[src/rtl/bcd_xs3_pkg.sv]
// Shared constants, state encoding and helpers for the digit-serial BCD/XS3 converter.
// Optional invalid-code detection is enabled by defining BCD_XS3_ERR_EN.
package bcd_xs3_pkg;

  localparam logic       MODE_BCD2XS3 = 1'b0;
  localparam logic       MODE_XS32BCD = 1'b1;
  localparam logic [3:0] XS3_OFFSET   = 4'd3;
  localparam logic [3:0] DIGIT_BAD    = 4'hF;

  // Legal code ranges: BCD 0..9, XS3 3..12.
  localparam logic [3:0] BCD_MAX = 4'd9;
  localparam logic [3:0] XS3_MIN = 4'd3;
  localparam logic [3:0] XS3_MAX = 4'd12;

  typedef enum logic [1:0] {
    IDLE = 2'd0,
    CONV = 2'd1,
    HOLD = 2'd2
  } state_t;

  // Digit counter width; a single-digit word still needs a 1-bit counter.
  function automatic int cnt_width(input int digits);
    return (digits > 1) ? $clog2(digits) : 1;
  endfunction

endpackage

[src/rtl/bcd_xs3_digit.sv]
// Combinational single-nibble BCD<->XS3 converter.
// With BCD_XS3_ERR_EN defined, illegal codes yield DIGIT_BAD and raise err.
module bcd_xs3_digit
  import bcd_xs3_pkg::*;
(
  input  logic [3:0] digit,
  input  logic       mode,
  output logic [3:0] nibble
`ifdef BCD_XS3_ERR_EN
  ,
  output logic       err
`endif
);

  // Plain 4-bit add/subtract wraps modulo 16 when no checking is built in.
  always_comb begin
    nibble = (mode == MODE_XS32BCD) ? (digit - XS3_OFFSET) : (digit + XS3_OFFSET);
`ifdef BCD_XS3_ERR_EN
    err = (mode == MODE_XS32BCD) ? ((digit < XS3_MIN) || (digit > XS3_MAX))
                                 : (digit > BCD_MAX);
    if (err) begin
      nibble = DIGIT_BAD;
    end
`endif
  end

endmodule

[src/rtl/bcd_xs3_serial_conv.sv]
// Digit-serial packed BCD<->XS3 converter, one nibble per clock, LSD first.
// Define BCD_XS3_ERR_EN to add the out_err port and invalid-code detection.
module bcd_xs3_serial_conv
  import bcd_xs3_pkg::*;
#(
  parameter int DIGITS = 4
)
(
  input  logic                  clk,
  input  logic                  rst_n,
  input  logic                  in_valid,
  output logic                  in_ready,
  input  logic                  mode,
  input  logic [4*DIGITS-1:0]   in_data,
  output logic                  out_valid,
  input  logic                  out_ready,
  output logic [4*DIGITS-1:0]   out_data,
`ifdef BCD_XS3_ERR_EN
  output logic [DIGITS-1:0]     out_err,
`endif
  output logic                  busy
);

  localparam int               CNT_W    = cnt_width(DIGITS);
  localparam logic [CNT_W-1:0] CNT_LAST = CNT_W'(DIGITS - 1);

  state_t              state_q;
  state_t              state_d;
  logic [CNT_W-1:0]    cnt_q;
  logic [4*DIGITS-1:0] word_q;
  logic [4*DIGITS-1:0] data_q;
  logic                mode_q;
  logic [3:0]          cur_digit;
  logic [3:0]          cur_nibble;
  logic                accept;
  logic                last_digit;
`ifdef BCD_XS3_ERR_EN
  logic [DIGITS-1:0]   err_q;
  logic                cur_err;
`endif

  always_ff @(posedge clk or negedge rst_n) begin
    if (!rst_n) begin
      state_q <= IDLE;
    end else begin
      state_q <= state_d;
    end
  end

  // Handshake outputs depend on the registered state alone.
  always_comb begin
    state_d   = state_q;
    in_ready  = 1'b0;
    out_valid = 1'b0;
    busy      = 1'b0;
    case (state_q)
      IDLE: begin
        in_ready = 1'b1;
        if (in_valid) begin
          state_d = CONV;
        end
      end
      CONV: begin
        busy = 1'b1;
        if (last_digit) begin
          state_d = HOLD;
        end
      end
      HOLD: begin
        busy      = 1'b1;
        out_valid = 1'b1;
        if (out_ready) begin
          state_d = IDLE;
        end
      end
      default: begin
        state_d = IDLE;
      end
    endcase
  end

  assign accept     = in_valid && (state_q == IDLE);
  assign last_digit = (cnt_q == CNT_LAST);

  always_comb begin
    cur_digit = '0;
    for (int k = 0; k < DIGITS; k++) begin
      if (cnt_q == CNT_W'(k)) begin
        cur_digit = word_q[4*k +: 4];
      end
    end
  end

  bcd_xs3_digit u_digit (
    .digit  (cur_digit),
    .mode   (mode_q),
`ifdef BCD_XS3_ERR_EN
    .err    (cur_err),
`endif
    .nibble (cur_nibble)
  );

  // The counter parks on the last digit rather than wrapping.
  always_ff @(posedge clk or negedge rst_n) begin
    if (!rst_n) begin
      cnt_q  <= '0;
      word_q <= '0;
      mode_q <= MODE_BCD2XS3;
      data_q <= '0;
`ifdef BCD_XS3_ERR_EN
      err_q  <= '0;
`endif
    end else if (accept) begin
      cnt_q  <= '0;
      word_q <= in_data;
      mode_q <= mode;
`ifdef BCD_XS3_ERR_EN
      err_q  <= '0;
`endif
    end else if (state_q == CONV) begin
      for (int k = 0; k < DIGITS; k++) begin
        if (cnt_q == CNT_W'(k)) begin
          data_q[4*k +: 4] <= cur_nibble;
`ifdef BCD_XS3_ERR_EN
          err_q[k]         <= cur_err;
`endif
        end
      end
      if (!last_digit) begin
        cnt_q <= cnt_q + CNT_W'(1);
      end
    end
  end

  assign out_data = data_q;
`ifdef BCD_XS3_ERR_EN
  assign out_err  = err_q;
`endif

endmodule

[config.mk]
export PLATFORM = sky130hd
export DESIGN_NAME = bcd_xs3_serial_conv
export DESIGN_NICKNAME = d
export VERILOG_FILES = /design/src/rtl/bcd_xs3_pkg.sv /design/src/rtl/bcd_xs3_digit.sv /design/src/rtl/bcd_xs3_serial_conv.sv
export SDC_FILE = /design/constraint.sdc
export NUM_CORES = 1
export LEC_CHECK = 0
export BUFFER_PORTS_ARGS = -buffer_cell sky130_fd_sc_hd__buf_2
export CAP_MARGIN = 20
export CORE_UTILIZATION = 35
export CTS_BUF_LIST = sky130_fd_sc_hd__clkbuf_8
export DETAILED_ROUTE_END_ITERATION = 8
export MAX_ROUTING_LAYER = met4
export PLACE_DENSITY = 0.58
export SYNTH_ARGS = -nofsm -noshare
export SYNTH_HDL_FRONTEND = slang
export SYNTH_SLANG_ARGS = --single-unit
[constraint.sdc]
create_clock -name clk -period 5.9 [get_ports clk]
set_input_delay 1.77 -clock clk [delete_from_list [all_inputs] [get_ports clk]]
set_output_delay 1.77 -clock clk [all_outputs]
set_load 0.02 [all_outputs]
# Word level (Yosys, flattened, before mapping)
# Cells that the tools add are included.
# word_totals
wordCells	47
out_inout_bits	19
inputBits	21
ff_bits	37
# classes
add_sub_neg	3
muxes	15
bitwise_logic	1
n_eq_ne	9
n_reduce_logical	11
# op_table
cell	count
two-way mux 4 bit	5
AND reduction 3 bit	5
two-way mux 2 bit	6
!= test 2 bit (second input constant)	4
equality test 2 bit (second input constant)	3
one-hot mux 2 bit (3 select lines)	1
adder 4 x 2 -> 4 bit (second input constant)	1
equality test 2 x 1 -> 1 bit (second input constant)	2
zero test 2 bit	2
subtractor 4 x 2 -> 4 bit (second input constant)	1
two-way mux 1 bit	3
adder 2 x 1 -> 2 bit (second input constant)	1
AND reduction 2 bit	1
nonzero test 2 bit	1
OR reduction 2 bit	1
logical AND 1 bit	1
NOT 1 bit	1

# Depth between registers and ports, before layout
# Gate-level depths: netlist of run 1.
# depth
ltp_word	7
ltp_mapped	13
depth_no_buf	13

# Cells and area by module
# A second synthesis of run 1 with hierarchy kept.
# hier_totals
hier_cells	136
hier_area_um2	1765.4
# by_module_without_submodules
mod	area_per_inst_um2	seq_area_each_um2	n_inst	cells_per_inst
bcd_xs3_serial_conv	1670.4	925.9	1	126
bcd_xs3_digit	95.1	0.0	1	10

# Worst setup path after synthesis of run 1
# OpenSTA, ideal clock, no wires.
# synth_timing
path_kind	input port to flip-flop
start	input in_valid
end	register mode_q
setup_time_ns	0.125
path_slack_ns	3.160
t_arrival_ns	2.615
cell_stages	4
required_time_ns	5.775
n_path_buf	2
cell_sequence	nand2_1 -> buf_2 -> buf_2 -> mux2_2
# synth_between
elab_chain_len	1
# synth_lines
element	line_no	rtl
from (decl)	bcd_xs3_serial_conv.sv:11	input logic in_valid,
logical AND 1 bit	bcd_xs3_serial_conv.sv:82	assign accept = in_valid && (state_q == IDLE);
to (signal assigned)	bcd_xs3_serial_conv.sv:116	mode_q <= mode;
to (decl)	bcd_xs3_serial_conv.sv:32	logic mode_q;
# Every way passes these cells.
# A chain may end at the register's enable or synchronous reset.

# Final worst setup path of run 1
# layout_timing
start	input in_valid
end	register data_q[5] (netlist: out_data[5])
# layout_between
elab_chain_len	3
# layout_lines
element	line_no	rtl
logical AND 1 bit	bcd_xs3_serial_conv.sv:82	
NOT 1 bit (no line)	-	
AND reduction 3 bit (no line)	-	
to (signal, indexed assignment)	bcd_xs3_serial_conv.sv:123	data_q[4*k +: 4] <= cur_nibble;
to (decl)	bcd_xs3_serial_conv.sv:31	logic [4*DIGITS-1:0] data_q;
# Every way passes these cells.

==> out/metrics.cfg, run 1 <==
[global_route]
track_usage_pct=14.7
antenna_found_initial=0
grt_pass1_wl_um=5580
grt_max_degree=38
grt-ovfl-total=0
grt_pass1_vias=1150

[critical_path]
crit_type=in2reg
cp-end-kind=register
cp.arrival_ns=3.24
path_delay_family=simple AND/OR/NAND/NOR gates
cp.depth=4
cp_data_required_time_ns=6.07
rr_worst_depth=12
critPathBufInv=1
start_kind=input port
crit_chain=buf_2 > nand2_1 > nand3_1 > mux2_2
cp_max_fo=21
crit_path_top_delay_cell=nand2_1
max_stage_delay_ns=0.62

[floorplan]
core_um2=4750
fp.dieW_um=72.4
start_util_pct=36.5
die-area_um2=5250
die_height_um=72.4
rows=25
io_pins=40

[final_layout]
multi_input_area_um2=761
fill_cells=474
drive_gt1_share_pct=35.9
area_growth_pct=19.2
antennaDiodeCount=0
seqCellArea_um2=926
fin_util_pct=43.5
fin_cells=259
finalNetCount=224

[drt]
viasPerCell=4.63
wl_per_cell_um=12.9
drtIter0Drc=62
ant_nets=0
wl_um=3350
route.detailed.drc=0
vias=1199
detail_route.first_pass.iterations=4

[placement]
numPortBuffers=39
dpl.hpwl_um=2450
pre_cts_ws_ns=2.51
place_congestion=0.782
place_inst=253

[synthesis]
synthTopCellsByCount=dfrtp_1, mux2_2, nand2_1, o21ai_0, a21oi_1
synthArstFlopShare_pct=100
synth_largest_area_cell=dfrtp_1
synth_top_area_share_pct=53.3
syn_nets=182
syn_area_um2=1740
ys_ff_latch=37
avgSynthCellArea_um2=11.5
syn_inst=151
ys.flop_type=dfrtp_1
yosysMostFrequentCell=dfrtp_1
ys_top_cells_by_area=dfrtp_1, mux2_2, ha_1
ys_seq_area_share_pct=53.3
synth_edf_count=0
synth_cell_types=23
ys_warn_count=0

[clock_tree]
cts_buffers=5
htree_num_levels=2
hold_buffers=0
clk_latency_ns=0.28
cts_root_buffer=clkbuf_8
cts_max_path_buffers=2
cts_tree=built
post_cts_buffers=0
path_clk_slew_ns=0.07
cts_sinks=37
ctsResizeCount=0

[timing]
slew_headroom_pct=43.3
period_minus_slack_ns=3.07
setup_viol=0
max_freq_mhz=326
fin_ws_ns=2.83
rsz0062_at_grt=no
slew_violations=0
holdWs_ns=0.474
fin_crit_sh_pct=52.0
tightest_slew_ns=0.848
setup_tns_ns=0
fin_skew_ns=0.00550
hold_viol_final=0

[min_path]
hold_class=reg2reg
min_path_cells=2

[power]
vdd_ir_drop_max_v=0.000308
power.leakage_uw=0.00100
p_per_area_nw_per_um2=640

[outcome]
status=finished clean

[run]
maxCapViolCount=0

## report_power, final
group,internal (uW),leakage [uW],switching [uW]
clock,77.7,0.0000399,82.9
sequential,381,0.000449,68.7
combinational,303,0.000511,412
## through the flow
stage	total power [uW]	cell area, um^2
global placement	1170	2000
floorplan	978	1740
global route	1450	2070
detailed placement	1180	2000
CTS	1340	2070
finish	1330	2070
## worst min-delay path, cell delays in order (launching register included)
cell and delay [ns]:
dfrtp_1 0.34, nand2_1 0.04, o21ai_0 0.05
## metal layers
metal	routed length [um]	track usage, %	share of wire (%)	up-vias
met1	1670	19.7	50	564
met2	1510	21.6	45	30
li1	-	-	-	600
met5	0	-	0	-
met3	151	4.31	4.5	5
met4	19	4.58	0.57	0
## cell families (layout without fill, tap and decap cells)
group,after synthesis,in the layout,synth area share [%]
buffers and inverters,12,53,2.88
AO/OA/AOI/OAI,31,31,9.94
multiplexers,22,22,14.3
XOR/XNOR,3,3,2.31
AND/OR/NAND/NOR,36,36,9.65
adder cells (fa/ha/maj),10,10,7.64
flip-flops,37,37,53.3
## registers in the layout, summed over array words and instances (netlist names)
register and cells:
cnt_q 2, state_q 2, mode_q 1, out_data 16, word_q 16
## path summary, 6_finish.rpt
path | startpoint | endpoint | slack [ns]
max | in_valid | out_data[5] | 2.83
max reg2reg | cnt_q[1] | out_data[11] | 3.18
max in group asynchronous | rst_n | word_q[8] | 3.80
min reg2reg | out_data[10] | out_data[10] | 0.47
min | out_data[10] | out_data[10] | 0.47
min in group asynchronous | rst_n | out_data[7] | 1.58
## cell type report
type	instances	area share, %
tap	67	4.05
sequential	37	44.7
clock buffer	5	3.33
inverter	8	1.45
clock inverter	1	0.242
timing repair buffer	39	9.43
multi-input combinational	102	36.8
## layout by cell type (no fill, tap or decap), drive strengths merged, types with 2 or more instances in the layout
| master | n |
|---|---|
| a21oi | 11 |
| a22oi | 2 |
| buf | 39 |
| clkbuf | 5 |
| dfrtp | 37 |
| ha | 9 |
| inv | 8 |
| mux2 | 22 |
| nand2 | 19 |
| nand3 | 4 |
| nand3b | 2 |
| nor2 | 5 |
| nor2b | 4 |
| o21ai | 15 |
| xnor2 | 2 |
(Power assumes the default switching activity.)
==> inputs of run 2 (changes only) <==
==> constraint.sdc (replaced) <==
create_clock -name clk -period 2.9 [get_ports clk]
set_input_delay 0.87 -clock clk [delete_from_list [all_inputs] [get_ports clk]]
set_output_delay 0.87 -clock clk [all_outputs]
set_load 0.02 [all_outputs]
==> out/metrics.cfg, run 2 (synthesis gave the netlist of run 1 again) <==
[critical_path]
cp-end-kind=register
cp.arrival_ns=2.77
crit_type=reg2reg
setup.worst_path.start=cnt_q[0]
reg2reg_from=cnt_q[0]
cp_max_fo=8
cp_data_required_time_ns=3.10
start_kind=register

[min_path]
hold_class=reg2reg
hp-start=out_data[10]

[clock_tree]
path_clk_slew_ns=0.07
cts_tree=built
cts_root_buffer=clkbuf_8
cts_buffers=5
clk_latency_ns=0.28
cts_max_path_buffers=2
htree_num_levels=2
cts_sinks=37

[drt]
drtIter0Drc=40
detail_route.first_pass.iterations=5
vias=1210
wl_per_cell_um=12.2
wl_um=3230
route.detailed.drc=0
viasPerCell=4.57
ant_nets=0

[final_layout]
antennaDiodeCount=0
final_common_cell=buf_2
finalNetCount=228
design_area_um2=2110
final_cell_mix=buf_2, dfrtp_1, mux2_2
area_growth_pct=21.5
multi_input_area_um2=764
fill_cells=494
seqCellArea_um2=926
drive_gt1_share_pct=37.4

[placement]
dpl.hpwl_um=2450
numPortBuffers=39
place_congestion=0.822
placed_area_um2=2010

[timing]
fin_skew_ns=0.00367
max_freq_mhz=389
fin_crit_sh_pct=88.5
setup_viol=0
slew_violations=0
setup_tns_ns=0
hold_viol_final=0
tightest_slew_ns=0.810
period_minus_slack_ns=2.57
holdWs_ns=0.475
slew_headroom_pct=46.0
rsz0062_at_grt=no

[floorplan]
start_util_pct=36.5
die-area_um2=5250
rows=25
fp.dieW_um=72.4
io_pins=40
die_height_um=72.4
core_um2=4750

[outcome]
status=finished clean

[power]
vdd_ir_drop_max_v=0.000610
p_total_uw=2720
p_per_area_nw_per_um2=1290
power.leakage_uw=0.00103

[global_route]
grtUsageMet3_pct=4.31
antenna_found_initial=0
busiest_layer=met2
grt_max_degree=38
grt_pass1_wl_um=5430
met1_usage_pct=16.4
grt-ovfl-total=0
grt_pass1_vias=1206
track_usage_pct=14.1
use_met2_pct=23.5

[run]
maxCapViolCount=0

==> run 2: path summary, 6_finish.rpt <==
kind / depth (start not counted) / slack [ns] / endpoint
hold reg to reg: 2 / 0.48 / out_data[10]
setup / recovery: 12 / 0.33 / out_data[7]
setup reg to reg: 12 / 0.33 / out_data[7]
max in group asynchronous: 1 / 1.71 / word_q[14]
min in group asynchronous: 1 / 0.68 / out_data[2]
hold / removal: 2 / 0.48 / out_data[10]
==> run 2: power by group <==
part | internal [uW] | switching, uW
Combinational | 663 | 820
Sequential | 775 | 136
Clock | 160 | 164
==> run 2: through the flow <==
| step | instances | util, % | setup slack (ns) |
|---|---|---|---|
| finish | 265 | 44.4 | 0.332 |
| global route | 265 | 44.4 | 0.0486 |
| CTS | 263 | 44.0 | 0.202 |
| detailed placement | 255 | 42.3 | 0.199 |
| global placement | 255 | 42.3 | 0.281 |
| floorplan | 151 | - | 0.524 |
==> run 2: critical path: stages (launching register included) <==
cell	delay, ns
dfrtp_1	0.38
buf_4	0.14
ha_2	0.22
nand3b_1	0.16
a21oi_1	0.16
a21oi_1	0.06
o21ai_1	0.22
ha_1	0.28
nand2_1	0.09
o31ai_1	0.06
a211oi_1	0.24
xnor3_2	0.33
o21ai_1	0.14
==> run 2: area by class of cell <==
class	instances	share of cell area [%]
Sequential cell	37	43.9
Tap cell	67	3.97
Timing Repair Buffer	43	10.7
Clock buffer	5	3.26
Inverter	8	1.42
Multi-Input combinational cell	102	36.2
Clock inverter	3	0.534
==> run 2: routing by layer <==
layer  vias up  share of wire [%]
li1        609                  -
met1       570                 46
met2        29                 48
met3         2                5.7
met4         0               0.34
met5         -                  0
==> run 2: repair_timing <==
| action | CTS | global route |
|---|---|---|
| resized for setup | 0 | 3 |
| endpoints found under the setup margin | 0 | 4 |
| hold buffers | 0 | 0 |
| buffers inserted | 0 | 2 |
==> inputs of run 3 (changes only) <==
--- a/config.mk
+++ b/config.mk
@@ -5,13 +5,13 @@
 export SDC_FILE = /design/constraint.sdc
 export NUM_CORES = 1
 export LEC_CHECK = 0
-export BUFFER_PORTS_ARGS = -buffer_cell sky130_fd_sc_hd__buf_2
 export CAP_MARGIN = 20
 export CORE_UTILIZATION = 35
 export CTS_BUF_LIST = sky130_fd_sc_hd__clkbuf_8
 export DETAILED_ROUTE_END_ITERATION = 8
+export DONT_BUFFER_PORTS = 1
 export MAX_ROUTING_LAYER = met4
-export PLACE_DENSITY = 0.58
+export PLACE_DENSITY = 0.51
 export SYNTH_ARGS = -nofsm -noshare
 export SYNTH_HDL_FRONTEND = slang
 export SYNTH_SLANG_ARGS = --single-unit
==> out/metrics.cfg, run 3 (synthesis gave the netlist of run 1 again) <==
[outcome]
status=finished clean

[power]
pwr-share-seq_pct=40.7
clkPwrFrac_pct=13.3
combPwrFrac_pct=46.0
internal_power_uw=1500
p_per_area_nw_per_um2=1380
p_sw_uw=1140
swShare_pct=43.1
power.leakage_uw=0.000850
vdd_ir_drop_max_v=0.000620

[global_route]
grt_max_degree=38
grt_pass1_wl_um=5370
grt_pass1_vias=1117
antenna_found_initial=0
track_usage_pct=14.5
grt-ovfl-total=0

[timing]
slew_violations=0
hold_viol_final=0
period_minus_slack_ns=2.63
setup_tns_ns=0
tightest_slew_ns=0.443
slew_headroom_pct=70.4
fin_skew_ns=0.00357
max_freq_mhz=380
fin_crit_sh_pct=90.6
setup_viol=0
fin_ws_ns=0.272

[critical_path]
cp.arrival_ns=2.85
cp-end-kind=register
crit_type=reg2reg
cp_max_fo=4
cp_data_required_time_ns=3.12
start_kind=register

[drt]
wl_um=3370
wl_per_cell_um=15.1
route.detailed.drc=0
ant_nets=0
detail_route.first_pass.iterations=4
drtIter0Drc=51
vias=1122
viasPerCell=5.01

[clock_tree]
hold_buffers=0
cts_tree=built
htree_num_levels=2
cts_buffers=5
cts_sinks=37
path_clk_slew_ns=0.07
cts_max_path_buffers=2
clk_latency_ns=0.29
cts_root_buffer=clkbuf_8

[min_path]
hold_class=in2async

[floorplan]
die_height_um=72.4
core_um2=4750
fp.dieW_um=72.4
rows=25
io_pins=40
start_util_pct=36.5
die-area_um2=5250

[final_layout]
drive_gt1_share_pct=23.6
finalNetCount=187
final_common_cell=dfrtp_1
antennaDiodeCount=0
area_growth_pct=10.0
fin_util_pct=40.2
design_area_um2=1910
final_cell_mix=dfrtp_1, mux2_2, nand2_1

[placement]
place_congestion=0.733
pre_cts_ws_ns=0.144
dpl.hpwl_um=2590
placed_area_um2=1810
numPortBuffers=0

[run]
maxCapViolCount=0

==> run 3: changes by cell type in the layout (fill, tap and decap cells not counted), sizes merged <==
cell / previous run / this run
inv: 11 / 8
buf: 43 / 2
clkinvlp: 0 / 1
clkinv: 0 / 2
==> run 3: critical path: stages, from the launching register on <==
cell,delay [ns]
dfrtp_1,0.41
inv_1,0.08
ha_1,0.25
nor2b_1,0.16
a22oi_1,0.18
nor2_1,0.06
a21oi_1,0.11
o21ai_0,0.09
ha_1,0.34
nand2_1,0.09
o31ai_1,0.08
a211oi_2,0.25
xnor3_2,0.33
o21ai_1,0.14
==> run 3: area by class of cell <==
cell class / count / area [um^2]
fillers: 481 / 2840
multi-input cells: 102 / 769
inverters: 8 / 30.0
flip-flops and latches: 37 / 926
well taps: 67 / 83.8
clock buffers: 5 / 68.8
clock inverters: 3 / 17.5
repair buffers: 2 / 15.0
==> run 3: path summary, 6_finish.rpt <==
path / from / slack, ns / depth (start not counted) / endpoint
max: cnt_q[0] / 0.27 / 13 / out_data[3]
min: rst_n / 0.26 / 0 / out_data[1]
max reg2reg: cnt_q[0] / 0.27 / 13 / out_data[3]
min reg2reg: word_q[11] / 0.51 / 1 / word_q[11]
max in group asynchronous: rst_n / 2.54 / 0 / word_q[13]
min in group clk: word_q[11] / 0.51 / 1 / word_q[11]
==> run 3: power by group through the flow <==
stage | clock network (uW) | registers, uW | logic [uW]
after CTS | 360 | 1080 | 1190
after global routing | 383 | 1110 | 1370
after detailed placement | 0 | 1090 | 1190
final | 350 | 1070 | 1210
after floorplan | 0 | 1020 | 967
after global placement | 0 | 1080 | 1130
==> run 3: metal layers <==
metal / up-vias / track usage, % / part of all wire (%)
met5: - / - / 0
met4: 0 / 6.54 / 1.6
met3: 6 / 5.97 / 7.8
met2: 36 / 22.9 / 50
met1: 551 / 16.0 / 40
li1: 529 / - / -
==> run 3: metrics by stage <==
step           instances  power (uW)  hold WS (ns)
6_report             224        2640         0.265
5_1_grt              224        2860         0.244
4_1_cts              223        2630         0.258
3_5_place_dp         215        2280         0.496
3_3_place_gp         215        2210         0.492
2_1_floorplan        151        1990         0.479
==> run 3: what timing repair did <==
action	CTS	global route
setup buffers	0	1
resized for setup	0	4
setup endpoints to repair	0	4
